## src/rtl/slot_arbiter_pkg.sv

```systemverilog
// Shared constants for the time-slot round-robin arbiter.
// State encodings are plain localparams so legacy tools can read them.
package slot_arbiter_pkg;

  localparam logic [1:0] ST_IDLE  = 2'd0;
  localparam logic [1:0] ST_GRANT = 2'd1;
  localparam logic [1:0] ST_GAP   = 2'd2;

endpackage

```

## src/rtl/slot_arbiter_counter.sv

```systemverilog
// Modulo slot counter with synchronous active-low reset, clear and enable.
// tc is high while the count sits on its last value (LIMIT-1).
module slot_counter #(
  parameter int CNT_W = 3,
  parameter int LIMIT = 6
) (
  input  logic             clk,
  input  logic             reset,
  input  logic             clr,
  input  logic             en,
  output logic [CNT_W-1:0] count,
  output logic             tc
);

  logic [CNT_W-1:0] count_d;
  logic [CNT_W-1:0] count_q;

  assign tc    = (count_q == CNT_W'(LIMIT - 1));
  assign count = count_q;

  // next-count selection: clear beats enable, terminal count wraps to zero
  always_comb begin
    count_d = count_q;
    if (clr) begin
      count_d = {CNT_W{1'b0}};
    end else if (en) begin
      if (tc) begin
        count_d = {CNT_W{1'b0}};
      end else begin
        count_d = count_q + CNT_W'(1);
      end
    end else begin
      count_d = count_q;
    end
  end

  // count register
  always_ff @(posedge clk) begin
    if (!reset) begin
      count_q <= {CNT_W{1'b0}};
    end else begin
      count_q <= count_d;
    end
  end

endmodule

```

## src/rtl/slot_arbiter.sv

```systemverilog
// Time-slot round-robin arbiter: one owner at a time, each grant capped at
// SLOT_LEN cycles, early release allowed, one dead cycle between grants.
module slot_arbiter
  import slot_arbiter_pkg::*;
#(
  parameter int NUM_REQ  = 4,
  parameter int ID_W     = 2,
  parameter int SLOT_LEN = 6,
  parameter int CNT_W    = 3
) (
  input  logic               clk,
  input  logic               reset,
  input  logic [NUM_REQ-1:0] req,
  output logic [NUM_REQ-1:0] grant,
  output logic [ID_W-1:0]    grant_id,
  output logic               busy,
  output logic [CNT_W-1:0]   slot_count,
  output logic               slot_done,
  output logic               wrap_toggle
);

  logic [1:0]         state_d,     state_q;
  logic [NUM_REQ-1:0] grant_d,     grant_q;
  logic [ID_W-1:0]    grant_id_d,  grant_id_q;
  logic               busy_d,      busy_q;
  logic               slot_done_d, slot_done_q;
  logic               wrap_d,      wrap_q;
  logic [ID_W-1:0]    rr_ptr_d,    rr_ptr_q;

  logic               found_s;
  logic [ID_W-1:0]    win_id_s;
  logic [ID_W-1:0]    next_ptr_s;
  logic               owner_req_s;
  logic               tc_s;
  logic               cnt_clr_s;

  assign owner_req_s = req[grant_id_q];
  assign next_ptr_s  = (grant_id_q == ID_W'(NUM_REQ - 1)) ? {ID_W{1'b0}}
                                                          : grant_id_q + ID_W'(1);
  // the counter only advances while the owner keeps its slot
  assign cnt_clr_s   = !((state_q == ST_GRANT) && !tc_s && owner_req_s);

  slot_counter #(
    .CNT_W (CNT_W),
    .LIMIT (SLOT_LEN)
  ) u_slot_counter (
    .clk   (clk),
    .reset (reset),
    .clr   (cnt_clr_s),
    .en    (1'b1),
    .count (slot_count),
    .tc    (tc_s)
  );

  // round-robin search from rr_ptr upward, wrapping modulo NUM_REQ
  always_comb begin
    found_s  = 1'b0;
    win_id_s = {ID_W{1'b0}};
    for (int i = 0; i < NUM_REQ; i++) begin
      logic [ID_W-1:0] cand;
      cand = ID_W'((int'(rr_ptr_q) + i) % NUM_REQ);
      if (!found_s && req[cand]) begin
        found_s  = 1'b1;
        win_id_s = cand;
      end else begin
        found_s  = found_s;
      end
    end
  end

  // FSM next-state: arbitration in IDLE/GAP, timeout before release in GRANT
  always_comb begin
    state_d     = state_q;
    grant_d     = grant_q;
    grant_id_d  = grant_id_q;
    busy_d      = busy_q;
    slot_done_d = 1'b0;
    wrap_d      = wrap_q;
    rr_ptr_d    = rr_ptr_q;
    case (state_q)
      ST_IDLE, ST_GAP: begin
        if (found_s) begin
          state_d    = ST_GRANT;
          grant_d    = NUM_REQ'(1) << win_id_s;
          grant_id_d = win_id_s;
          busy_d     = 1'b1;
        end else begin
          state_d = ST_IDLE;
          grant_d = {NUM_REQ{1'b0}};
          busy_d  = 1'b0;
        end
      end
      ST_GRANT: begin
        if (tc_s) begin
          state_d     = ST_GAP;
          grant_d     = {NUM_REQ{1'b0}};
          busy_d      = 1'b0;
          slot_done_d = 1'b1;
          wrap_d      = ~wrap_q;
          rr_ptr_d    = next_ptr_s;
        end else if (!owner_req_s) begin
          state_d  = ST_GAP;
          grant_d  = {NUM_REQ{1'b0}};
          busy_d   = 1'b0;
          rr_ptr_d = next_ptr_s;
        end else begin
          state_d = ST_GRANT;
        end
      end
      default: begin
        state_d = ST_IDLE;
        grant_d = {NUM_REQ{1'b0}};
        busy_d  = 1'b0;
      end
    endcase
  end

  // state and output registers
  always_ff @(posedge clk) begin
    if (!reset) begin
      state_q     <= ST_IDLE;
      grant_q     <= {NUM_REQ{1'b0}};
      grant_id_q  <= {ID_W{1'b0}};
      busy_q      <= 1'b0;
      slot_done_q <= 1'b0;
      wrap_q      <= 1'b0;
      rr_ptr_q    <= {ID_W{1'b0}};
    end else begin
      state_q     <= state_d;
      grant_q     <= grant_d;
      grant_id_q  <= grant_id_d;
      busy_q      <= busy_d;
      slot_done_q <= slot_done_d;
      wrap_q      <= wrap_d;
      rr_ptr_q    <= rr_ptr_d;
    end
  end

  assign grant       = grant_q;
  assign grant_id    = grant_id_q;
  assign busy        = busy_q;
  assign slot_done   = slot_done_q;
  assign wrap_toggle = wrap_q;

endmodule

```

## config.mk

```make
export PLATFORM = sky130hd
export DESIGN_NAME = slot_arbiter
export DESIGN_NICKNAME = d
export VERILOG_FILES = /design/src/rtl/slot_arbiter_pkg.sv /design/src/rtl/slot_arbiter_counter.sv /design/src/rtl/slot_arbiter.sv
export SDC_FILE = /design/constraint.sdc
export NUM_CORES = 1
export LEC_CHECK = 0
export ABC_AREA = 1
export CAP_MARGIN = 20
export CORE_UTILIZATION = 50
export DETAILED_ROUTE_END_ITERATION = 7
export PLACE_DENSITY = 0.77
export SLEW_MARGIN = 5
export SYNTH_ARGS = -nofsm -noshare
export SYNTH_HDL_FRONTEND = slang
export SYNTH_SLANG_ARGS = --single-unit
export TNS_END_PERCENT = 30
```

## constraint.sdc

```tcl
create_clock -name clk -period 1.6 [get_ports clk]
set_clock_uncertainty 0.15 [all_clocks]
set_input_delay 0.32 -clock clk [delete_from_list [all_inputs] [get_ports clk]]
set_output_delay 0.32 -clock clk [all_outputs]
set_load 0.005 [all_outputs]
```

Word-level counts from Yosys, hierarchy flattened. Cells that the tools add are included.

Flip-flop bits (word level): 16. Input bits: 6. Output and inout port bits: 12. Logic and storage cells: 78.

$lt $le $gt $ge: 5. Multiplexer cells: 34. Shift operators: 1. Eq/ne operators: 6. Add/sub/neg operators: 5. Bitwise operators: 3. Reduce and logical (&&, ||, !) cells: 16.

Operator list (number): 2-bit 2-to-1 mux (9); 2-bit by 3-bit < comparator with 1-bit output (second input constant) (5); 1-bit 2-to-1 mux (14); 4-bit 2-to-1 mux (3); 1-bit binary-select mux with 2-bit select (5); 4-bit case mux with 2 select lines (1); 2-bit AND reduction (4); 1-bit logical AND (5); 2-bit by 1-bit adder with 2-bit output (second input constant) (2); 2-bit adder (second input constant) (2); 2-bit equality test (second input constant) (2); 1-bit logical NOT (4); 2-bit case mux with 2 select lines (1); 1-bit by 2-bit << shifter with 4-bit output (first input constant) (1); 3-bit by 1-bit adder with 3-bit output (second input constant) (1); 3-bit equality test (second input constant) (1); 3-bit inequality test (second input constant) (1); 1-bit inverter (3); 3-bit OR reduction (1); 2-bit by 1-bit equality test with 1-bit output (second input constant) (1); 2-bit logical NOT (1); 2-bit by 1-bit inequality test with 1-bit output (second input constant) (1); 1-bit case mux with 2 select lines (1); 2-bit OR reduction (1).

Logic depth before layout (Yosys ltp).
Depth after elaboration: 15. Gate-level depth with buffers: 13. Mapped depth without buffers: 12.

By module. Synthesis repeated with hierarchy kept, for this count alone.

Cell total of the unflattened synthesis: 149. Area total of the unflattened synthesis: 947.2 um2.

Modules (own cells, without submodules): slot_arbiter (cells an instance 127, instances 1, area an instance 808.3 um2); slot_counter (cells an instance 22, instances 1, area an instance 138.9 um2).

Worst setup path before layout. No wires, ideal clock.

Path kind: register to register. From: register rr_ptr_q[0]. To: register grant_id_q[0], in the netlist grant_id[0]. Stages on the path, launching flop included: 11. Buffers on the path: 1. Arrival time: 1.151 ns. Library setup time: 0.113 ns. Setup slack: 0.186 ns. Path through: dfxtp_1 -> buf_4 -> nand2_1 -> nand3_2 -> nand2_2 -> nor2_4 -> nand3_2 -> nand2_4 -> inv_4 -> nor2_1 -> nor2_1.

Word-level cells in the longest chain between the ends: 13. Elaborated cells on any way between the ends: 26. Those cells by class: add/sub: 3; mux: 16; reduce/logical: 7.

Ends and longest elaborated chain: from (decl) (RTL line slot_arbiter.sv:28) `logic [ID_W-1:0] rr_ptr_d, rr_ptr_q;`; from (signal assigned) (RTL line slot_arbiter.sv:127) `rr_ptr_q <= {ID_W{1'b0}};`; from (signal assigned) (RTL line slot_arbiter.sv:135) `rr_ptr_q <= rr_ptr_d;`; parallel branches: the longest is 13 deep, another holds 2-bit by 1-bit adder with 2-bit output; to (signal assigned) (RTL line slot_arbiter.sv:123) `grant_id_q <= {ID_W{1'b0}};`; to (signal assigned) (RTL line slot_arbiter.sv:131) `grant_id_q <= grant_id_d;`; to (decl) (RTL line slot_arbiter.sv:24) `logic [ID_W-1:0] grant_id_d, grant_id_q;`.

Parallel ways; which one is timed is not known. The select of a mux whose other input is x is not followed. A chain may end at the register's enable or synchronous reset.

Final worst setup path.
From: register rr_ptr_q[0]. To: register grant_q[2], in the netlist grant[2].

Word-level cells in the longest chain between the ends: 15. Elaborated cells on any way between the ends: 28. Those cells by class: add/sub: 3; shift: 1; mux: 18; reduce/logical: 6.

Ends and longest elaborated chain: parallel branches: the longest is 13 deep, another holds 2-bit by 1-bit adder with 2-bit output; 4-bit 2-to-1 mux * (RTL line slot_arbiter.sv:82) `if (found_s) begin`; 4-bit case mux with 2 select lines * (RTL line slot_arbiter.sv:80) `case (state_q)`; to (signal assigned) (RTL line slot_arbiter.sv:122) `grant_q <= {NUM_REQ{1'b0}};`; to (signal assigned) (RTL line slot_arbiter.sv:130) `grant_q <= grant_d;`; to (decl) (RTL line slot_arbiter.sv:23) `logic [NUM_REQ-1:0] grant_d, grant_q;`.

Every way passes the cells marked *. The select of a mux whose other input is x is not followed.

==> flow_metrics.env <==
export IMPL_worst_endpoint_required_ns=1.70
export IMPL_maxSlewViolCount=0
export IMPL_vias_per_cell=5.29
export IMPL_port_buffers=17
export IMPL_setup_viol=2
export IMPL_use_met1=0.297
export IMPL_cp_start_kind="flip-flop"
export IMPL_crit_path_max_fanout=11
export IMPL_initialDrtViolationCount=61
export IMPL_total_power_mw=2.47
export IMPL_post_route_cells_drive_above_1_share=0.389
export IMPL_post_route_worst_setup_slack_ns=-0.0189
export IMPL_die_x_um=46.1
export IMPL_mostFrequentLayoutCells="sky130_fd_sc_hd__nand2_1, sky130_fd_sc_hd__nand2_2, sky130_fd_sc_hd__nor2_1"
export IMPL_clkTransAtPathRegs_ns=0.10
export IMPL_n_antenna_cell=0
export IMPL_worst_path_largest_cell_delay_ns=0.37
export IMPL_number_of_cell_rows=15
export IMPL_synth_yosys_seq_area_share=0.330
export IMPL_dpl_hpwl_mm=1.69
export IMPL_vias_in_the_first_global_route=875
export IMPL_clk_insertion_delay_late_ns=0.30
export IMPL_top_area_cell_type_share_of_the_netlist_area=0.330
export IMPL_syn_avg_cell_area_um2=6.52
export IMPL_hold_violations=0
export IMPL_dr_pass1_iters=4
export IMPL_critical_path_cell_chain="inv_6, nand2_1, nand2_4, nand2_2, nand2_2, nand4_1, nand2_1, nor2_1, nor2_1, nand2_1, nand2_1"
export IMPL_synth_warnings=0
export IMPL_global_route_usage_met3=0.0706
export IMPL_r2r_setup_slack_ns=-0.02
export IMPL_grt_pass1_wl_mm=3.68
export IMPL_synth_area_leaders="sky130_fd_sc_hd__dfxtp_1, sky130_fd_sc_hd__nand2_1, sky130_fd_sc_hd__nand2_2"
export IMPL_cts_made_buffers=3
export IMPL_reported_max_cap_violation_count=0
export IMPL_synth_seq_cells=16
export IMPL_violated_checks="setup timing"
export IMPL_clock_path_buffers=2
export IMPL_fmax_mhz=618
export IMPL_critical_path_class="reg -> reg"
export IMPL_total_leakage_power_nw=0.796
export IMPL_area_occupied_by_multi_input_gates_um2=614
export IMPL_ctsHoldBuffers=0
export IMPL_timing_critical_path_arrival_ns=1.72
export IMPL_globalplace_congestion=0.940
export IMPL_die_height_um=46.1
export IMPL_min_period_over_period=1.01
export IMPL_root_buffer="sky130_fd_sc_hd__clkbuf_4"
export IMPL_wl_per_cell_um=13.2
export IMPL_initial_utilization=0.550
export IMPL_finalWirelength_mm=2.71
export IMPL_busiest_layer="met2"
export IMPL_drt_antenna_violating_nets=0
export IMPL_area_delta_synth_final_pct=41.4
export IMPL_floorplan_die_area_um2=2120
export IMPL_total_power_divided_by_cell_area_nw_per_um2=1800
export IMPL_cts_tree="done"
export IMPL_status="finished with violations"
export IMPL_max_transition_margin=0.877
export IMPL_route_vias_total=1085
export IMPL_finalWorstPathRequiredPeriod_ns=1.62
export IMPL_dp_cells=195
export IMPL_final_cell_count_no_fill=205
export IMPL_final_nets=190
export IMPL_synthDistinctLibCells=22
export IMPL_antenna_found_initial=0
export IMPL_clock_sinks=16
export IMPL_fillCellCount=138
export IMPL_vdd_ir_drop_max_mv=1.22
export IMPL_synth_net_count=158
export IMPL_netlist_instances=149
export IMPL_grt_total_usage=0.248
export IMPL_io_pin_count=18
export IMPL_grt_remaining_overflow=0
export IMPL_worst_setup_path_end_kind="flip-flop"
export IMPL_final_common_cell="sky130_fd_sc_hd__nand2_1"
export IMPL_maximum_number_of_pins_on_one_net_before_global_route_repair=12
export IMPL_min_delay_path_class="reg -> reg"
export IMPL_cts_htree_levels=1
export IMPL_most_area_hungry_cell_type_in_the_yosys_netlist="sky130_fd_sc_hd__dfxtp_1"
export IMPL_slowest_cp_cell="sky130_fd_sc_hd__dfxtp_4"
export IMPL_area_sequential_um2=343
export IMPL_core_um2=1760
export IMPL_globalRouteMet2Util=0.434
export IMPL_synth_cell_area_um2=971
export IMPL_timing_critical_path_mode_cell="sky130_fd_sc_hd__nand2_1"
export IMPL_grt_setup_unrepaired="yes"
export IMPL_post_route_drc_count=0
export IMPL_max_slew_worst_pin_slew_ns=0.184
## worst paths after layout
check	startpoint	endpoint	cells past startpoint
max reg2reg	rr_ptr_q[0]$_SDFFE_PN0P_	grant[2]$_SDFFE_PN0N_	11
min	grant[1]$_SDFFE_PN0N_	grant[1]$_SDFFE_PN0N_	2
max	rr_ptr_q[0]$_SDFFE_PN0P_	grant[2]$_SDFFE_PN0N_	11
min reg2reg	grant[1]$_SDFFE_PN0N_	grant[1]$_SDFFE_PN0N_	2
## through the flow
stage | setup slack [ns] | utilization | TNS [ns] | instance area, µm² | hold slack, ns
after CTS | -0.00896 | 0.723 | -0.0169 | 1280 | 0.302
final | -0.0189 | 0.778 | -0.0323 | 1370 | 0.301
after global routing | -0.110 | 0.778 | -0.600 | 1370 | 0.316
after floorplan | 0.186 | - | 0 | 971 | 0.290
after detailed placement | -0.351 | 0.682 | -3.90 | 1200 | 0.291
after global placement | -0.300 | 0.682 | -3.07 | 1200 | 0.287
## state kept, by name, indices dropped and copies added (netlist names)
| name | cells |
|---|---|
| state_q | 2 |
| u_slot_counter.count | 3 |
| busy | 1 |
| grant_id | 2 |
| wrap_toggle | 1 |
| slot_done | 1 |
| grant | 4 |
| rr_ptr_q | 2 |
## final cells by class
cell class                      count  share of cell area
Sequential cell                    16               0.250
Timing Repair Buffer               29               0.200
Tap cell                           25              0.0228
Multi-Input combinational cell    114               0.448
Inverter                           17              0.0538
Clock buffer                        4              0.0264
## cells in the mapped netlist
master                     number
sky130_fd_sc_hd__xnor2_1        1
sky130_fd_sc_hd__nor2_1        16
sky130_fd_sc_hd__nand3_2        2
sky130_fd_sc_hd__nand2_2       13
sky130_fd_sc_hd__nand2_4        1
sky130_fd_sc_hd__o21ai_0        4
sky130_fd_sc_hd__dfxtp_1       16
sky130_fd_sc_hd__inv_2          2
sky130_fd_sc_hd__o211ai_1       1
sky130_fd_sc_hd__nor3_2         1
sky130_fd_sc_hd__a21oi_2        1
sky130_fd_sc_hd__inv_4          1
sky130_fd_sc_hd__nor2_2         2
sky130_fd_sc_hd__nand2_1       54
sky130_fd_sc_hd__a21oi_1        5
sky130_fd_sc_hd__nor2_4         1
sky130_fd_sc_hd__nand4_1        1
sky130_fd_sc_hd__inv_1         14
sky130_fd_sc_hd__a21boi_2       1
sky130_fd_sc_hd__ha_1           3
sky130_fd_sc_hd__buf_4          2
sky130_fd_sc_hd__nand3_1        7
## where the power goes
group	switching (mW)	internal [mW]	leakage, nW
Combinational	0.979	0.593	0.638
Sequential	0.0800	0.545	0.137
Clock	0.130	0.139	0.0210
Total	1.19	1.28	0.796
## layer usage
layer	up-vias	wire length [µm]
met5	-	0
li1	524	-
met3	14	236
met4	0	86
met2	55	1330
met1	492	1050
## cells by family (layout without fill, tap and decap cells)
kind of cell / Yosys count / count (layout) / synth area share
xor+xnor: 1 / 1 / 0.00902
flops: 16 / 16 / 0.330
fa+ha+maj: 3 / 3 / 0.0387
compound gates: 12 / 12 / 0.0747
simple gates: 98 / 98 / 0.464
buf+inv: 19 / 50 / 0.0838
## worst max-delay path, delay by kind of cell, from the launching register on
kind	cells	cell delay, ns
flops	1	0.37
buf+inv	1	0.10
simple gates	10	0.95
## timing repair
item,4_1_cts,5_1_grt
endpoints found under the hold margin,0,0
setup buffers,4,1
gates resized for setup,22,36
pin swaps,0,9
setup endpoints to repair,19,18
gates cloned,0,1
(Power assumes the default switching activity.)
